--- src/rtl/rv32_decode_exec_unit_pkg.sv ---
// Shared encodings for the RV32IM decode/execute slice: opcodes, ALU operation
// codes, branch conditions, memory access widths and the EX control bundle.
package rv32_decode_exec_unit_pkg;

  localparam logic [6:0] OPC_OP     = 7'h33;
  localparam logic [6:0] OPC_OP_IMM = 7'h13;
  localparam logic [6:0] OPC_LOAD   = 7'h03;
  localparam logic [6:0] OPC_STORE  = 7'h23;
  localparam logic [6:0] OPC_BRANCH = 7'h63;
  localparam logic [6:0] OPC_JAL    = 7'h6F;
  localparam logic [6:0] OPC_JALR   = 7'h67;
  localparam logic [6:0] OPC_LUI    = 7'h37;
  localparam logic [6:0] OPC_AUIPC  = 7'h17;
  localparam logic [6:0] OPC_SYSTEM = 7'h73;

  localparam logic [2:0] BR_EQ  = 3'b000;
  localparam logic [2:0] BR_NE  = 3'b001;
  localparam logic [2:0] BR_LT  = 3'b100;
  localparam logic [2:0] BR_GE  = 3'b101;
  localparam logic [2:0] BR_LTU = 3'b110;
  localparam logic [2:0] BR_GEU = 3'b111;

  localparam logic [2:0] MEM_B  = 3'b000;
  localparam logic [2:0] MEM_H  = 3'b001;
  localparam logic [2:0] MEM_W  = 3'b010;
  localparam logic [2:0] MEM_BU = 3'b100;
  localparam logic [2:0] MEM_HU = 3'b101;

  typedef enum logic [4:0] {
    ALU_ADD    = 5'd0,
    ALU_SUB    = 5'd1,
    ALU_SLL    = 5'd2,
    ALU_SLT    = 5'd3,
    ALU_SLTU   = 5'd4,
    ALU_XOR    = 5'd5,
    ALU_SRL    = 5'd6,
    ALU_SRA    = 5'd7,
    ALU_OR     = 5'd8,
    ALU_AND    = 5'd9,
    ALU_MUL    = 5'd10,
    ALU_MULH   = 5'd11,
    ALU_MULHSU = 5'd12,
    ALU_MULHU  = 5'd13
  } alu_op_e;

  typedef struct packed {
    alu_op_e    alu_op;
    logic       alu_src;
    logic [2:0] b_type;
    logic       is_branch;
    logic       jal_jump;
    logic       jalr_jump;
    logic       is_lui;
    logic       is_auipc;
  } ex_ctl_t;

  // SUB only exists in register form; in OP-IMM bit 30 belongs to the immediate
  // except for the shift-right encodings.
  function automatic alu_op_e base_alu_op(input logic [2:0] funct3, input logic alt,
                                          input logic is_reg);
    alu_op_e op;
    case (funct3)
      3'b000:  op = (alt && is_reg) ? ALU_SUB : ALU_ADD;
      3'b001:  op = ALU_SLL;
      3'b010:  op = ALU_SLT;
      3'b011:  op = ALU_SLTU;
      3'b100:  op = ALU_XOR;
      3'b101:  op = alt ? ALU_SRA : ALU_SRL;
      3'b110:  op = ALU_OR;
      default: op = ALU_AND;
    endcase
    return op;
  endfunction

endpackage

--- src/rtl/rv32_decode_exec_unit_if.sv ---
// Bundle between the pipeline and the decode/execute unit: ID instruction,
// EX operands and control, decode results and the registered EX outputs.
interface rv32_decode_exec_unit_if;
  import rv32_decode_exec_unit_pkg::*;

  logic        stall;
  logic [31:0] instr;
  logic [31:0] pc;
  logic [31:0] rs1_val;
  logic [31:0] rs2_val;
  logic [31:0] imm_ex;
  ex_ctl_t     ctl_ex;

  logic [4:0]  rd;
  logic [4:0]  rs1;
  logic [4:0]  rs2;
  logic [31:0] imm;
  alu_op_e     alu_op;
  logic [2:0]  div_op;
  logic        reg_write;
  logic        alu_src;
  logic        is_branch;
  logic        jal_jump;
  logic        jalr_jump;
  logic        is_load;
  logic        is_store;
  logic        div_start;
  logic        is_div_instruction;
  logic        is_lui;
  logic        is_auipc;
  logic        cpu_halt;
  logic        decoder_illegal;
  logic [2:0]  b_type;
  logic [2:0]  load_type;
  logic [2:0]  store_type;
  logic [2:0]  csr_func;

  logic [31:0] result_q;
  logic [31:0] pc_target_q;
  logic        flush_q;

  modport master (
    output stall, instr, pc, rs1_val, rs2_val, imm_ex, ctl_ex,
    input  rd, rs1, rs2, imm, alu_op, div_op, reg_write, alu_src, is_branch,
           jal_jump, jalr_jump, is_load, is_store, div_start, is_div_instruction,
           is_lui, is_auipc, cpu_halt, decoder_illegal, b_type, load_type,
           store_type, csr_func, result_q, pc_target_q, flush_q
  );

  modport slave (
    input  stall, instr, pc, rs1_val, rs2_val, imm_ex, ctl_ex,
    output rd, rs1, rs2, imm, alu_op, div_op, reg_write, alu_src, is_branch,
           jal_jump, jalr_jump, is_load, is_store, div_start, is_div_instruction,
           is_lui, is_auipc, cpu_halt, decoder_illegal, b_type, load_type,
           store_type, csr_func, result_q, pc_target_q, flush_q
  );

endinterface

--- src/rtl/rv32_alu_core.sv ---
// Combinational RV32IM integer ALU, including the four multiply variants.
module rv32_alu_core
  import rv32_decode_exec_unit_pkg::*;
(
  input  logic [31:0] a,
  input  logic [31:0] b,
  input  alu_op_e     op,
  output logic [31:0] y
);

  logic signed [32:0] a_ext;
  logic signed [32:0] b_ext;
  logic signed [65:0] prod;
  logic [1:0]         unused_prod_top;

  // One 33x33 signed multiplier serves all variants; the extension bit picks
  // signed or unsigned interpretation of each operand.
  always_comb begin
    a_ext = {((op == ALU_MULH) || (op == ALU_MULHSU)) & a[31], a};
    b_ext = {(op == ALU_MULH) & b[31], b};
    prod  = a_ext * b_ext;
  end

  assign unused_prod_top = prod[65:64];

  always_comb begin
    y = 32'h0;
    case (op)
      ALU_ADD:    y = a + b;
      ALU_SUB:    y = a - b;
      ALU_SLL:    y = a << b[4:0];
      ALU_SLT:    y = {31'h0, $signed(a) < $signed(b)};
      ALU_SLTU:   y = {31'h0, a < b};
      ALU_XOR:    y = a ^ b;
      ALU_SRL:    y = a >> b[4:0];
      ALU_SRA:    y = $signed(a) >>> b[4:0];
      ALU_OR:     y = a | b;
      ALU_AND:    y = a & b;
      ALU_MUL:    y = prod[31:0];
      ALU_MULH,
      ALU_MULHSU,
      ALU_MULHU:  y = prod[63:32];
      default:    y = 32'h0;
    endcase
  end

endmodule

--- src/rtl/rv32_decode_exec_unit.sv ---
// RV32IM decoder (combinational, ID stage) plus EX ALU, branch comparator and
// the one-cycle registered result/redirect stage.
module rv32_decode_exec_unit
  import rv32_decode_exec_unit_pkg::*;
(
  input logic                   clk,
  input logic                   reset,
  rv32_decode_exec_unit_if.slave bus
);

  logic [31:0] instr;
  logic [6:0]  opcode;
  logic [2:0]  funct3;
  logic [6:0]  funct7;

  assign instr  = bus.instr;
  assign opcode = instr[6:0];
  assign funct3 = instr[14:12];
  assign funct7 = instr[31:25];

  assign bus.rd  = instr[11:7];
  assign bus.rs1 = instr[19:15];
  assign bus.rs2 = instr[24:20];

  // Decoder: everything defaults to inactive so an unknown opcode only raises
  // decoder_illegal.
  always_comb begin
    bus.imm                = 32'h0;
    bus.alu_op             = ALU_ADD;
    bus.div_op             = 3'b000;
    bus.reg_write          = 1'b0;
    bus.alu_src            = 1'b0;
    bus.is_branch          = 1'b0;
    bus.jal_jump           = 1'b0;
    bus.jalr_jump          = 1'b0;
    bus.is_load            = 1'b0;
    bus.is_store           = 1'b0;
    bus.div_start          = 1'b0;
    bus.is_div_instruction = 1'b0;
    bus.is_lui             = 1'b0;
    bus.is_auipc           = 1'b0;
    bus.cpu_halt           = 1'b0;
    bus.decoder_illegal    = 1'b0;
    bus.b_type             = 3'b000;
    bus.load_type          = 3'b000;
    bus.store_type         = 3'b000;
    bus.csr_func           = 3'b000;
    case (opcode)
      OPC_OP: begin
        bus.reg_write = 1'b1;
        if (funct7 == 7'h01) begin
          if (funct3[2]) begin
            bus.is_div_instruction = 1'b1;
            bus.div_start          = 1'b1;
            bus.div_op             = funct3;
          end else begin
            case (funct3[1:0])
              2'b00:   bus.alu_op = ALU_MUL;
              2'b01:   bus.alu_op = ALU_MULH;
              2'b10:   bus.alu_op = ALU_MULHSU;
              default: bus.alu_op = ALU_MULHU;
            endcase
          end
        end else begin
          bus.alu_op = base_alu_op(funct3, instr[30], 1'b1);
        end
      end
      OPC_OP_IMM: begin
        bus.reg_write = 1'b1;
        bus.alu_src   = 1'b1;
        bus.imm       = {{20{instr[31]}}, instr[31:20]};
        bus.alu_op    = base_alu_op(funct3, instr[30], 1'b0);
      end
      OPC_LOAD: begin
        bus.reg_write = 1'b1;
        bus.alu_src   = 1'b1;
        bus.is_load   = 1'b1;
        bus.load_type = funct3;
        bus.imm       = {{20{instr[31]}}, instr[31:20]};
      end
      OPC_STORE: begin
        bus.alu_src    = 1'b1;
        bus.is_store   = 1'b1;
        bus.store_type = funct3;
        bus.imm        = {{20{instr[31]}}, instr[31:25], instr[11:7]};
      end
      OPC_BRANCH: begin
        bus.is_branch = 1'b1;
        bus.b_type    = funct3;
        bus.imm       = {{20{instr[31]}}, instr[7], instr[30:25], instr[11:8], 1'b0};
      end
      OPC_JAL: begin
        bus.reg_write = 1'b1;
        bus.jal_jump  = 1'b1;
        bus.imm       = {{12{instr[31]}}, instr[19:12], instr[20], instr[30:21], 1'b0};
      end
      OPC_JALR: begin
        bus.reg_write = 1'b1;
        bus.jalr_jump = 1'b1;
        bus.alu_src   = 1'b1;
        bus.imm       = {{20{instr[31]}}, instr[31:20]};
      end
      OPC_LUI: begin
        bus.reg_write = 1'b1;
        bus.is_lui    = 1'b1;
        bus.imm       = {instr[31:12], 12'h0};
      end
      OPC_AUIPC: begin
        bus.reg_write = 1'b1;
        bus.is_auipc  = 1'b1;
        bus.imm       = {instr[31:12], 12'h0};
      end
      OPC_SYSTEM: begin
        bus.imm = {{20{instr[31]}}, instr[31:20]};
        if (funct3 == 3'b000) bus.cpu_halt = 1'b1;
        else                  bus.csr_func = funct3;
      end
      default: bus.decoder_illegal = 1'b1;
    endcase
  end

  ex_ctl_t     ctl;
  logic [31:0] alu_b;
  logic [31:0] alu_y;
  logic [31:0] pc_plus_imm;
  logic        taken;
  logic [31:0] next_result;
  logic [31:0] next_target;
  logic        next_flush;

  assign ctl         = bus.ctl_ex;
  assign alu_b       = ctl.alu_src ? bus.imm_ex : bus.rs2_val;
  assign pc_plus_imm = bus.pc + bus.imm_ex;

  rv32_alu_core u_alu (
    .a  (bus.rs1_val),
    .b  (alu_b),
    .op (ctl.alu_op),
    .y  (alu_y)
  );

  always_comb begin
    taken = 1'b0;
    case (ctl.b_type)
      BR_EQ:   taken = (bus.rs1_val == bus.rs2_val);
      BR_NE:   taken = (bus.rs1_val != bus.rs2_val);
      BR_LT:   taken = ($signed(bus.rs1_val) < $signed(bus.rs2_val));
      BR_GE:   taken = ($signed(bus.rs1_val) >= $signed(bus.rs2_val));
      BR_LTU:  taken = (bus.rs1_val < bus.rs2_val);
      BR_GEU:  taken = (bus.rs1_val >= bus.rs2_val);
      default: taken = 1'b0;
    endcase
  end

  // Jumps write the link address; only JALR takes its target from rs1.
  always_comb begin
    if (ctl.jal_jump || ctl.jalr_jump) next_result = bus.pc + 32'd4;
    else if (ctl.is_lui)               next_result = bus.imm_ex;
    else if (ctl.is_auipc)             next_result = pc_plus_imm;
    else                               next_result = alu_y;
    next_target = ctl.jalr_jump ? ((bus.rs1_val + bus.imm_ex) & ~32'h1) : pc_plus_imm;
    next_flush  = ctl.jal_jump | ctl.jalr_jump | (ctl.is_branch & taken);
  end

  always_ff @(posedge clk or negedge reset) begin
    if (!reset) begin
      bus.result_q    <= 32'h0;
      bus.pc_target_q <= 32'h0;
      bus.flush_q     <= 1'b0;
    end else if (!bus.stall) begin
      bus.result_q    <= next_result;
      bus.pc_target_q <= next_target;
      bus.flush_q     <= next_flush;
    end
  end

endmodule

--- src/flat_wrapper.sv ---
// flat-port wrapper written by rule: the top's interface ports become plain ports
module rv32_decode_exec_unit_flat import rv32_decode_exec_unit_pkg::*;
  (clk, reset, bus_stall, bus_instr, bus_pc, bus_rs1_val, bus_rs2_val, bus_imm_ex, bus_ctl_ex, bus_rd, bus_rs1, bus_rs2, bus_imm, bus_alu_op, bus_div_op, bus_reg_write, bus_alu_src, bus_is_branch, bus_jal_jump, bus_jalr_jump, bus_is_load, bus_is_store, bus_div_start, bus_is_div_instruction, bus_is_lui, bus_is_auipc, bus_cpu_halt, bus_decoder_illegal, bus_b_type, bus_load_type, bus_store_type, bus_csr_func, bus_result_q, bus_pc_target_q, bus_flush_q);
  rv32_decode_exec_unit_if bus_i ();
  input logic clk;
  input logic reset;
  input wire logic [$bits(bus_i.stall)-1:0] bus_stall;
  input wire logic [$bits(bus_i.instr)-1:0] bus_instr;
  input wire logic [$bits(bus_i.pc)-1:0] bus_pc;
  input wire logic [$bits(bus_i.rs1_val)-1:0] bus_rs1_val;
  input wire logic [$bits(bus_i.rs2_val)-1:0] bus_rs2_val;
  input wire logic [$bits(bus_i.imm_ex)-1:0] bus_imm_ex;
  input wire logic [$bits(bus_i.ctl_ex)-1:0] bus_ctl_ex;
  output wire logic [$bits(bus_i.rd)-1:0] bus_rd;
  output wire logic [$bits(bus_i.rs1)-1:0] bus_rs1;
  output wire logic [$bits(bus_i.rs2)-1:0] bus_rs2;
  output wire logic [$bits(bus_i.imm)-1:0] bus_imm;
  output wire logic [$bits(bus_i.alu_op)-1:0] bus_alu_op;
  output wire logic [$bits(bus_i.div_op)-1:0] bus_div_op;
  output wire logic [$bits(bus_i.reg_write)-1:0] bus_reg_write;
  output wire logic [$bits(bus_i.alu_src)-1:0] bus_alu_src;
  output wire logic [$bits(bus_i.is_branch)-1:0] bus_is_branch;
  output wire logic [$bits(bus_i.jal_jump)-1:0] bus_jal_jump;
  output wire logic [$bits(bus_i.jalr_jump)-1:0] bus_jalr_jump;
  output wire logic [$bits(bus_i.is_load)-1:0] bus_is_load;
  output wire logic [$bits(bus_i.is_store)-1:0] bus_is_store;
  output wire logic [$bits(bus_i.div_start)-1:0] bus_div_start;
  output wire logic [$bits(bus_i.is_div_instruction)-1:0] bus_is_div_instruction;
  output wire logic [$bits(bus_i.is_lui)-1:0] bus_is_lui;
  output wire logic [$bits(bus_i.is_auipc)-1:0] bus_is_auipc;
  output wire logic [$bits(bus_i.cpu_halt)-1:0] bus_cpu_halt;
  output wire logic [$bits(bus_i.decoder_illegal)-1:0] bus_decoder_illegal;
  output wire logic [$bits(bus_i.b_type)-1:0] bus_b_type;
  output wire logic [$bits(bus_i.load_type)-1:0] bus_load_type;
  output wire logic [$bits(bus_i.store_type)-1:0] bus_store_type;
  output wire logic [$bits(bus_i.csr_func)-1:0] bus_csr_func;
  output wire logic [$bits(bus_i.result_q)-1:0] bus_result_q;
  output wire logic [$bits(bus_i.pc_target_q)-1:0] bus_pc_target_q;
  output wire logic [$bits(bus_i.flush_q)-1:0] bus_flush_q;
  assign bus_i.stall = bus_stall;
  assign bus_i.instr = bus_instr;
  assign bus_i.pc = bus_pc;
  assign bus_i.rs1_val = bus_rs1_val;
  assign bus_i.rs2_val = bus_rs2_val;
  assign bus_i.imm_ex = bus_imm_ex;
  assign bus_i.ctl_ex = bus_ctl_ex;
  assign bus_rd = bus_i.rd;
  assign bus_rs1 = bus_i.rs1;
  assign bus_rs2 = bus_i.rs2;
  assign bus_imm = bus_i.imm;
  assign bus_alu_op = bus_i.alu_op;
  assign bus_div_op = bus_i.div_op;
  assign bus_reg_write = bus_i.reg_write;
  assign bus_alu_src = bus_i.alu_src;
  assign bus_is_branch = bus_i.is_branch;
  assign bus_jal_jump = bus_i.jal_jump;
  assign bus_jalr_jump = bus_i.jalr_jump;
  assign bus_is_load = bus_i.is_load;
  assign bus_is_store = bus_i.is_store;
  assign bus_div_start = bus_i.div_start;
  assign bus_is_div_instruction = bus_i.is_div_instruction;
  assign bus_is_lui = bus_i.is_lui;
  assign bus_is_auipc = bus_i.is_auipc;
  assign bus_cpu_halt = bus_i.cpu_halt;
  assign bus_decoder_illegal = bus_i.decoder_illegal;
  assign bus_b_type = bus_i.b_type;
  assign bus_load_type = bus_i.load_type;
  assign bus_store_type = bus_i.store_type;
  assign bus_csr_func = bus_i.csr_func;
  assign bus_result_q = bus_i.result_q;
  assign bus_pc_target_q = bus_i.pc_target_q;
  assign bus_flush_q = bus_i.flush_q;
  rv32_decode_exec_unit u_core (.clk(clk), .reset(reset), .bus(bus_i));
endmodule
--- config.mk ---
export PLATFORM = sky130hd
export DESIGN_NAME = rv32_decode_exec_unit_flat
export DESIGN_NICKNAME = d
export VERILOG_FILES = /design/src/rtl/rv32_decode_exec_unit_pkg.sv /design/src/rtl/rv32_decode_exec_unit_if.sv /design/src/rtl/rv32_alu_core.sv /design/src/rtl/rv32_decode_exec_unit.sv /design/src/flat_wrapper.sv
export SDC_FILE = /design/constraint.sdc
export NUM_CORES = 2
export LEC_CHECK = 0
export BUFFER_PORTS_ARGS = -buffer_cell sky130_fd_sc_hd__buf_2
export CORE_MARGIN = 3
export CORE_UTILIZATION = 50
export DETAILED_ROUTE_END_ITERATION = 10
export GPL_TIMING_DRIVEN = 0
export PLACE_DENSITY_LB_ADDON = 0.08
export RECOVER_POWER = 50
export SETUP_SLACK_MARGIN = 0.05
export SLEW_MARGIN = 20
export SYNTH_ARGS = -nofsm -noshare
export SYNTH_HDL_FRONTEND = slang
export SYNTH_HIERARCHICAL = 1
export SYNTH_SLANG_ARGS = --single-unit
--- constraint.sdc ---
create_clock -name clk -period 2.2 [get_ports clk]
set_input_delay 0.11 -clock clk [delete_from_list [all_inputs] [get_ports clk]]
set_output_delay 0.11 -clock clk [all_outputs]
set_load 0.01 [all_outputs]
==> out/results.ini <==
[worst_setup_path]
regToRegStartpoint=u_core/bus.flush_q
cp-end-kind=register
crit_start=bus_ctl_ex[8]
crit_fanout=10
slowest_delay_ns=0.62
worst-r2r-setup-slack_ns=1.16
start_kind=primary input
r2r_end=u_core/bus.flush_q
cpMostUsedCell=fa_1
critPathKind=primary input to register
required_ns=2.43
slowest_stage=or4_4
arrival_ns=9.23
rr_worst_depth=4

[finish]
area_growth_pct=22.1
regArea_um2=1630
stdcell_count=8846
drive_gt1_share_pct=21.0
nets=9126
multi_input_area_um2=50700
fillers=9777

[worst_hold_path]
holdCritStartpoint=bus_pc[0]
holdCritPathClass=primary input to register
hold_path_depth=3
worstHoldEndpoint=u_core/bus.result_q[0]

[sta]
fin_ws_ns=-6.80
fin_crit_ns=9.00
tns_ns=-206.85
hold_ws_ns=0.0425
tightest_slew_ns=1.25
period_share_pct=409
relSlewSlack_pct=16.6
max_freq_mhz=111
drv_slew=0
setup_viol=46
skew_ns=0
hold_viol=0
rsz0062_at_grt=true

[grt]
grt_max_degree=35
grt_pass1_wl_mm=394
grt_overflow=0
antenna_found_initial=19
grt_usage_pct=48.8
grt_pass1_vias=54800

[drt]
wl_per_cell_um=32.0
via_per_inst=6.30
wl_mm=283
vias=55800
drc=0
drtAntennaViolNets=0
drt_pass1_iterations=7
drt_iter0_markers=6965

[synth]
yosys-top-cells-area=fa_1 41%, ha_1 9.2%, inv_1 9.1%
synth_seq_cells=65
synth_commonest_cells=1,335 x inv_1, 1,129 x fa_1, 1,034 x nand2_1, 612 x nor2_1, 403 x ha_1
synth_top_cell_by_area=fa_1
yosys_warnings=6
ys_async_sr_fraction_pct=100
synth_flop_cell=dfrtp_1
synth_fp_nets=8521
synth.most_common_cell=inv_1
synthDistinctLibCells=102
synth-edff-count=0
syn-instance-count=6812
synth_area_um2=55100
synth.avg_cell_area_um2=8.08
synth_top_area_share_pct=41.1
ys_seq_area_share_pct=2.95

[status]
violations=negative setup slack
status=finished, violations left

[floorplan]
num_rows=121
die_h_um=338
die_area_um2=114000
core_area_um2=109000
ioPinCount=322
start_util_pct=50.5
die_width_um=338

[placement]
hpwl_mm=230
place_inst=8555
place_ws_ns=-9.45
io_buffers=316
gp_congestion=1.11

[clock_tree]
cts-buffers-inserted=9
cts_sinks=65
clk_latency_ns=0.34
cts_tree=yes
clock_path_buffers=2
clk_pin_slew_worst_paths_ns=0.06
cts_max_level=3
cts_root_buf=clkbuf_16

[flow_run]
drv_cap=0

[worst max-delay path by stage]
stage / end / slack (ns) / cells after the start
2_1_floorplan: u_core/bus.result_q[31] / -6.28 / 35
3_3_place_gp: u_core/bus.result_q[30] / -9.95 / 30
3_5_place_dp: u_core/bus.result_q[30] / -9.45 / 30
4_1_cts: u_core/bus.result_q[29] / -6.72 / 36
5_1_grt: u_core/bus.result_q[30] / -6.89 / 34
6_report: u_core/bus.result_q[29] / -6.80 / 32
[per-layer routing]
layer  routed length (um)  vias to the layer above  track usage (%)  share of wire, %
met5                  317                        -            0.894              0.11
met4                26600                       14             34.1               9.4
met3                41800                     1094             19.9                15
met2               114000                     4171             68.9                40
met1               100000                    27800             60.7                35
li1                     -                    22700                -                 -
[state kept, by name, summed over array words and instances (netlist names)]
register	cells
u_core/bus.pc_target_q	32
u_core/bus.result_q	32
u_core/bus.flush_q	1
[per-stage QoR]
step	instance area (um2)	utilization, %
after floorplan	55800	-
after global placement	59100	54.2
after detailed placement	59300	54.4
after CTS	64800	59.5
after global routing	67200	61.6
final	67200	61.7
[timing repair]
action	4_1_cts	5_1_grt
resized for setup	959	404
endpoints found under the setup margin	85	81
endpoints found under the hold margin	31	0
cloned	6	3
setup buffers	184	109
pin swaps	220	310
hold buffers	1	0
[layout by cell type, fill, tap and decap left out, types with 74 or more instances in the layout]
master	count
a21o_1	81
a21oi_1	236
buf_2	274
buf_4	250
buf_6	83
clkbuf_1	150
fa_1	1081
ha_1	314
ha_4	74
inv_1	1273
mux2i_1	75
nand2_1	995
nor2_1	567
o21ai_0	174
[cells by family after synthesis]
| family | Yosys count | share of synthesized area [%] |
|---|---|---|
| xor+xnor | 142 | 2.28 |
| other cells | 1 | 0.00681 |
| buf+inv | 1774 | 12.3 |
| compound gates | 1140 | 13.7 |
| flops | 65 | 2.95 |
| fa+ha+maj | 1532 | 50.2 |
| simple gates | 2027 | 15.4 |
| mux | 131 | 3.20 |
[critical path: cells and delay by family]
family,cells,cell delay (ns)
AOI/OAI and AO/OA,8,1.51
adders and majority gates,9,4.47
buffers and inverters,8,1.44
muxes,1,0.11
and+or+nand+nor,6,1.57
[layout make-up]
class | instances | area share, %
flip-flops and latches | 65 | 2.42
multi-input cells | 4973 | 75.4
plain buffers | 381 | 4.26
clock inverters | 4 | 0.112
well taps | 1414 | 2.63
diodes | 10 | 0.0372
inverters | 1368 | 7.80
clock buffers | 12 | 0.382
repair buffers | 619 | 6.93
Power is not shown: default switching activity piles up to over one toggle a cycle in this logic, so the estimate is an artifact.
